<file path="src/rtl/pe_seq_ctrl.sv">
// pe_seq_ctrl: sequences one pe tile job per start pulse.
//   Order: load weight, switch it active, stream cfg_len samples with a fixed psum bias, collect results.
//   Ports: start/cfg_* from the scheduler, in_valid/in_ready/in_data input stream,
//   pe_* drives and observes the pe datapath, res_*/busy/done/err report job progress.
//   All outputs are registered except in_ready.
module pe_seq_ctrl #(
  parameter int DATA_WIDTH    = 16,
  parameter int LEN_WIDTH     = 8,
  parameter int DRAIN_TIMEOUT = 64
) (
  input  logic                  clk,
  input  logic                  rst,
  input  logic                  start,
  input  logic [DATA_WIDTH-1:0] cfg_weight,
  input  logic [DATA_WIDTH-1:0] cfg_psum,
  input  logic [LEN_WIDTH-1:0]  cfg_len,
  input  logic                  in_valid,
  input  logic [DATA_WIDTH-1:0] in_data,
  output logic                  in_ready,
  output logic                  pe_enabled,
  output logic [DATA_WIDTH-1:0] pe_weight_in,
  output logic                  pe_accept_w_in,
  output logic                  pe_switch_in,
  output logic [DATA_WIDTH-1:0] pe_input_in,
  output logic [DATA_WIDTH-1:0] pe_psum_in,
  output logic                  pe_valid_in,
  input  logic [DATA_WIDTH-1:0] pe_psum_out,
  input  logic                  pe_valid_out,
  output logic                  res_valid,
  output logic [DATA_WIDTH-1:0] res_data,
  output logic [LEN_WIDTH-1:0]  res_count,
  output logic                  busy,
  output logic                  done,
  output logic                  err
);

  localparam int DCW = $clog2(DRAIN_TIMEOUT + 1);

  typedef enum logic [2:0] {
    S_IDLE,
    S_LOAD_W,
    S_SWITCH,
    S_STREAM,
    S_DRAIN,
    S_DONE
  } state_t;

  state_t                state;
  logic [DATA_WIDTH-1:0] psum_q;
  logic [LEN_WIDTH-1:0]  len_q;
  logic [LEN_WIDTH-1:0]  issued;
  logic [DCW-1:0]        drain_cnt;
  logic                  beat;
  logic                  collecting;

  assign in_ready   = (state == S_STREAM) && (issued < len_q);
  assign beat       = in_valid && in_ready;
  assign collecting = (state == S_STREAM) || (state == S_DRAIN);

  always_ff @(posedge clk or posedge rst) begin
    if (rst) begin
      state          <= S_IDLE;
      psum_q         <= '0;
      len_q          <= '0;
      issued         <= '0;
      drain_cnt      <= '0;
      pe_enabled     <= 1'b0;
      pe_weight_in   <= '0;
      pe_accept_w_in <= 1'b0;
      pe_switch_in   <= 1'b0;
      pe_input_in    <= '0;
      pe_psum_in     <= '0;
      pe_valid_in    <= 1'b0;
      res_valid      <= 1'b0;
      res_data       <= '0;
      res_count      <= '0;
      busy           <= 1'b0;
      done           <= 1'b0;
      err            <= 1'b0;
    end else begin
      // Strobes are single-cycle unless a state re-asserts them below.
      pe_accept_w_in <= 1'b0;
      pe_switch_in   <= 1'b0;
      pe_valid_in    <= 1'b0;
      res_valid      <= 1'b0;
      done           <= 1'b0;

      // Results are only meaningful while a job has samples in flight.
      if (collecting && pe_valid_out) begin
        res_valid <= 1'b1;
        res_data  <= pe_psum_out;
        if (res_count != len_q) begin
          res_count <= res_count + LEN_WIDTH'(1);
        end
      end

      case (state)
        S_IDLE: begin
          if (start) begin
            state          <= S_LOAD_W;
            pe_weight_in   <= cfg_weight;  // doubles as the job's weight register
            psum_q         <= cfg_psum;
            len_q          <= cfg_len;
            issued         <= '0;
            res_count      <= '0;
            err            <= 1'b0;
            pe_accept_w_in <= 1'b1;
            pe_enabled     <= 1'b1;
            busy           <= 1'b1;
          end
        end

        S_LOAD_W: begin
          state        <= S_SWITCH;
          pe_switch_in <= 1'b1;
        end

        S_SWITCH: begin
          if (len_q == '0) begin
            state <= S_DONE;
            done  <= 1'b1;
          end else begin
            state <= S_STREAM;
          end
        end

        S_STREAM: begin
          if (beat) begin
            pe_input_in <= in_data;
            pe_psum_in  <= psum_q;
            pe_valid_in <= 1'b1;
            issued      <= issued + LEN_WIDTH'(1);
            if (issued + LEN_WIDTH'(1) == len_q) begin
              state     <= S_DRAIN;
              drain_cnt <= '0;
            end
          end
        end

        S_DRAIN: begin
          // drain_cnt counts completed DRAIN cycles; the last allowed one ends the job with err.
          if (res_count == len_q) begin
            state <= S_DONE;
            done  <= 1'b1;
          end else if (drain_cnt == DCW'(DRAIN_TIMEOUT - 1)) begin
            state <= S_DONE;
            done  <= 1'b1;
            err   <= 1'b1;
          end else begin
            drain_cnt <= drain_cnt + DCW'(1);
          end
        end

        S_DONE: begin
          state      <= S_IDLE;
          busy       <= 1'b0;
          pe_enabled <= 1'b0;
        end

        default: begin
          state <= S_IDLE;
        end
      endcase
    end
  end

endmodule

</file>
<file path="config.mk">
export PLATFORM = sky130hd
export DESIGN_NAME = pe_seq_ctrl
export DESIGN_NICKNAME = d
export VERILOG_FILES = /design/src/rtl/pe_seq_ctrl.sv
export SDC_FILE = /design/constraint.sdc
export NUM_CORES = 1
export LEC_CHECK = 0
export BUFFER_PORTS_ARGS = -buffer_cell sky130_fd_sc_hd__buf_2
export CAP_MARGIN = 20
export CORE_UTILIZATION = 40
export DETAILED_ROUTE_END_ITERATION = 12
export SLEW_MARGIN = 10
export SYNTH_ARGS = -nofsm -noshare
export SYNTH_HDL_FRONTEND = slang
export SYNTH_SLANG_ARGS = --single-unit
</file>
<file path="constraint.sdc">
create_clock -name clk -period 5.8 [get_ports clk]
set_input_delay 0.58 -clock clk [delete_from_list [all_inputs] [get_ports clk]]
set_output_delay 0.58 -clock clk [all_outputs]
set_load 0.02 [all_outputs]
</file>
==> qor.csv <==
metric,value,unit
die_h,119,µm
synthCells,546,
cts-htree-levels,4,
rsz0062_at_grt,false,
synth_flop_cell,dfrtp_1,
via_per_inst,4.96,
p_per_area,513,nW/µm²
fin_util,0.524,
crit_arrival,3320,ps
area_growth,27.8,%
synth_top_area_frac,0.557,
reg2reg_slack,2760,ps
root_buffer,clkbuf_16,
critPathSlowestCell,clkinv_1,
rows,42,
drt_iter0_drc,229,
crit_end,pe_input_in[14],
cts_made_buffers,17,
grt.overflow.total,0,
hold_class,in2reg,
ctsResizeCount,0,
synth-edff-count,0,
io_pins,158,
chipWidth,119,µm
finalSetupTns,0,ps
clkSinkCount,121,
p_leak,0.00358,µW
mappedNetlistNets,634,
fin_hold_ws,359,ps
fmax,329,MHz
reg2reg_depth,9,
clkLatencyLatePin,410,ps
drive_gt1_frac,0.326,
place_hpwl,8720,µm
wl_per_cell,14.1,µm
cap_violations,0,
netlist-cell-type-count,46,
use_met3,0.0458,
cts_tree,built,
rr_endpoint,pe_input_in[14],
num_antenna_cells,0,
clockBufferDepth,2,
crit_fanout,40,
route.final.wire_length,12600,µm
die-area,14000,µm²
total_power,3560,µW
vias,4416,
drc,0,
ys_top_cells_by_area,"dfrtp_1 56%, nand2_1 12%, mux2_2 6.8%",
place_congestion,0.832,
fillCellCount,1233,
netlist_area,5430,µm²
grt_max_degree,78,
cp-startpoint,len_q[5],
worstPathRequired,6080,ps
ys_seq_area_frac,0.557,
grt_pass1_vias,4242,
grtUsageMet1,0.263,
period_share,0.524,
yosysTopAreaCell,dfrtp_1,
max_slew.worst_pin.slew,966,ps
grt_use_total,0.192,
crit_type,reg2reg,
cp-start-kind,flip-flop,
slowest_delay,870,ps
clkTransAtPathRegs,60,ps
port_buffers,157,
avgSynthCellArea,9.95,µm²
postCtsSetupBuffers,0,
synthArstFlopShare,1.00,
final_common_cell,nand2_1,
ant_nets,0,
mostFrequentLayoutCells,"176 x nand2_1, 157 x buf_2, 121 x dfrtp_1",
slew_headroom,0.356,
core_area,13200,µm²
crit_chain,inv_1 > ha_1 > nand4_1 > and3_1 > nand2_1 > buf_4 > clkinv_1 > nand2_1 > nand2_1,
r2r-start,len_q[5],
use_met2,0.295,
finalClockSkew,5.56,ps
fin_crit,3040,ps
first_pass_iters,5,
end_kind,flip-flop,
antenna_found_initial,1,
grt_pass1_wl,21200,µm
ys_ff_latch,121,
hold_violations,0,
nets,789,
cpMostUsedCell,nand2_1,
peakVddDrop,199,µV
drv_slew,0,
busiest_layer,met2,
setup_viol,0,
yosysWarnings,0,
outcome,completed,
start_util,0.410,
ctsHoldBuffers,0,
cell families (layout without fill, tap and decap cells):
family / Yosys count / in the layout / synth area share
multiplexers: 36 / 36 / 0.0767
AND/OR/NAND/NOR: 256 / 256 / 0.203
buffers and inverters: 39 / 207 / 0.0336
flip-flops: 121 / 121 / 0.557
AO/OA/AOI/OAI: 60 / 60 / 0.0668
adder cells (fa/ha/maj): 11 / 11 / 0.0253
XOR/XNOR: 23 / 23 / 0.0371
sequential cells by signal, summed over array words and instances (netlist names), 8 cells and up:
signal and cells:
len_q 8, pe_weight_in 16, res_data 16, res_count 8, psum_q 16, issued 8, pe_input_in 16, pe_psum_in 16
per-layer routing:
layer	part of all wire	wire length [µm]
met1	0.47	5870
met2	0.46	5770
met3	0.058	727
met4	0.017	216
met5	0	0
report_power, final:
| group | switching [µW] | leakage (µW) | internal, µW |
|---|---|---|---|
| clock | 371 | 0.000287 | 687 |
| sequential | 224 | 0.00151 | 1090 |
| combinational | 762 | 0.00178 | 427 |
| total | 1360 | 0.00358 | 2210 |
cell usage after synthesis, types with 2 or more instances:
master and n:
clkinv_1 2, buf_2 7, mux2_4 3, and2_1 2, a21o_1 2, nand2_1 176
nor2_1 22, a21oi_1 9, inv_1 12, xor2_1 6, o22a_1 2, or2_2 2
dfrtp_1 121, o21ai_1 3, nor3_1 10, nand4_1 7, ha_1 11, nand3_1 8
o31ai_1 5, clkbuf_1 9, xnor2_1 17, or3_1 2, a31oi_1 7, nand2b_1 5
mux2_2 33, nor2b_1 3, nor4_1 5, and3_1 7, buf_6 3, buf_1 4
nand3b_1 2, a211oi_1 2, o21ai_0 24
how the worst min path moves through the flow:
stage	slack, ps	cells past startpoint	end	from
after floorplan	430	2	pe_psum_in[0]	psum_q[0]
after global placement	450	2	pe_psum_in[3]	psum_q[3]
after detailed placement	460	2	pe_psum_in[15]	pe_psum_in[15]
after CTS	340	3	pe_input_in[13]	in_data[13]
after global routing	360	3	res_data[2]	pe_psum_out[2]
final	360	3	pe_input_in[13]	in_data[13]
through the flow:
stage / area, µm² / worst slack (ps) / cells
2_1_floorplan: 5430 / 2010 / 546
4_1_cts: 6940 / 2700 / 890
5_1_grt: 6940 / 2420 / 890
6_report: 6940 / 2760 / 890
3_3_place_gp: 6340 / 2850 / 858
3_5_place_dp: 6340 / 2700 / 858
worst max-delay path, delay by kind of cell, from the launching register on:
kind                     cells  cell delay, ps
buffers and inverters        3            1370
adder cells (fa/ha/maj)      1             310
flip-flops                   1             450
AND/OR/NAND/NOR              5             760
cell type report:
cell class,instances,area (µm²),share of cell area
Clock buffer,21,450,0.0649
Clock inverter,11,146,0.0211
Inverter,14,55.1,0.00793
Multi-Input combinational cell,386,2230,0.321
Sequential cell,121,3030,0.436
Tap cell,176,220,0.0317
Timing Repair Buffer,161,816,0.118
No activity file was read; power rests on OpenSTA's default activity.
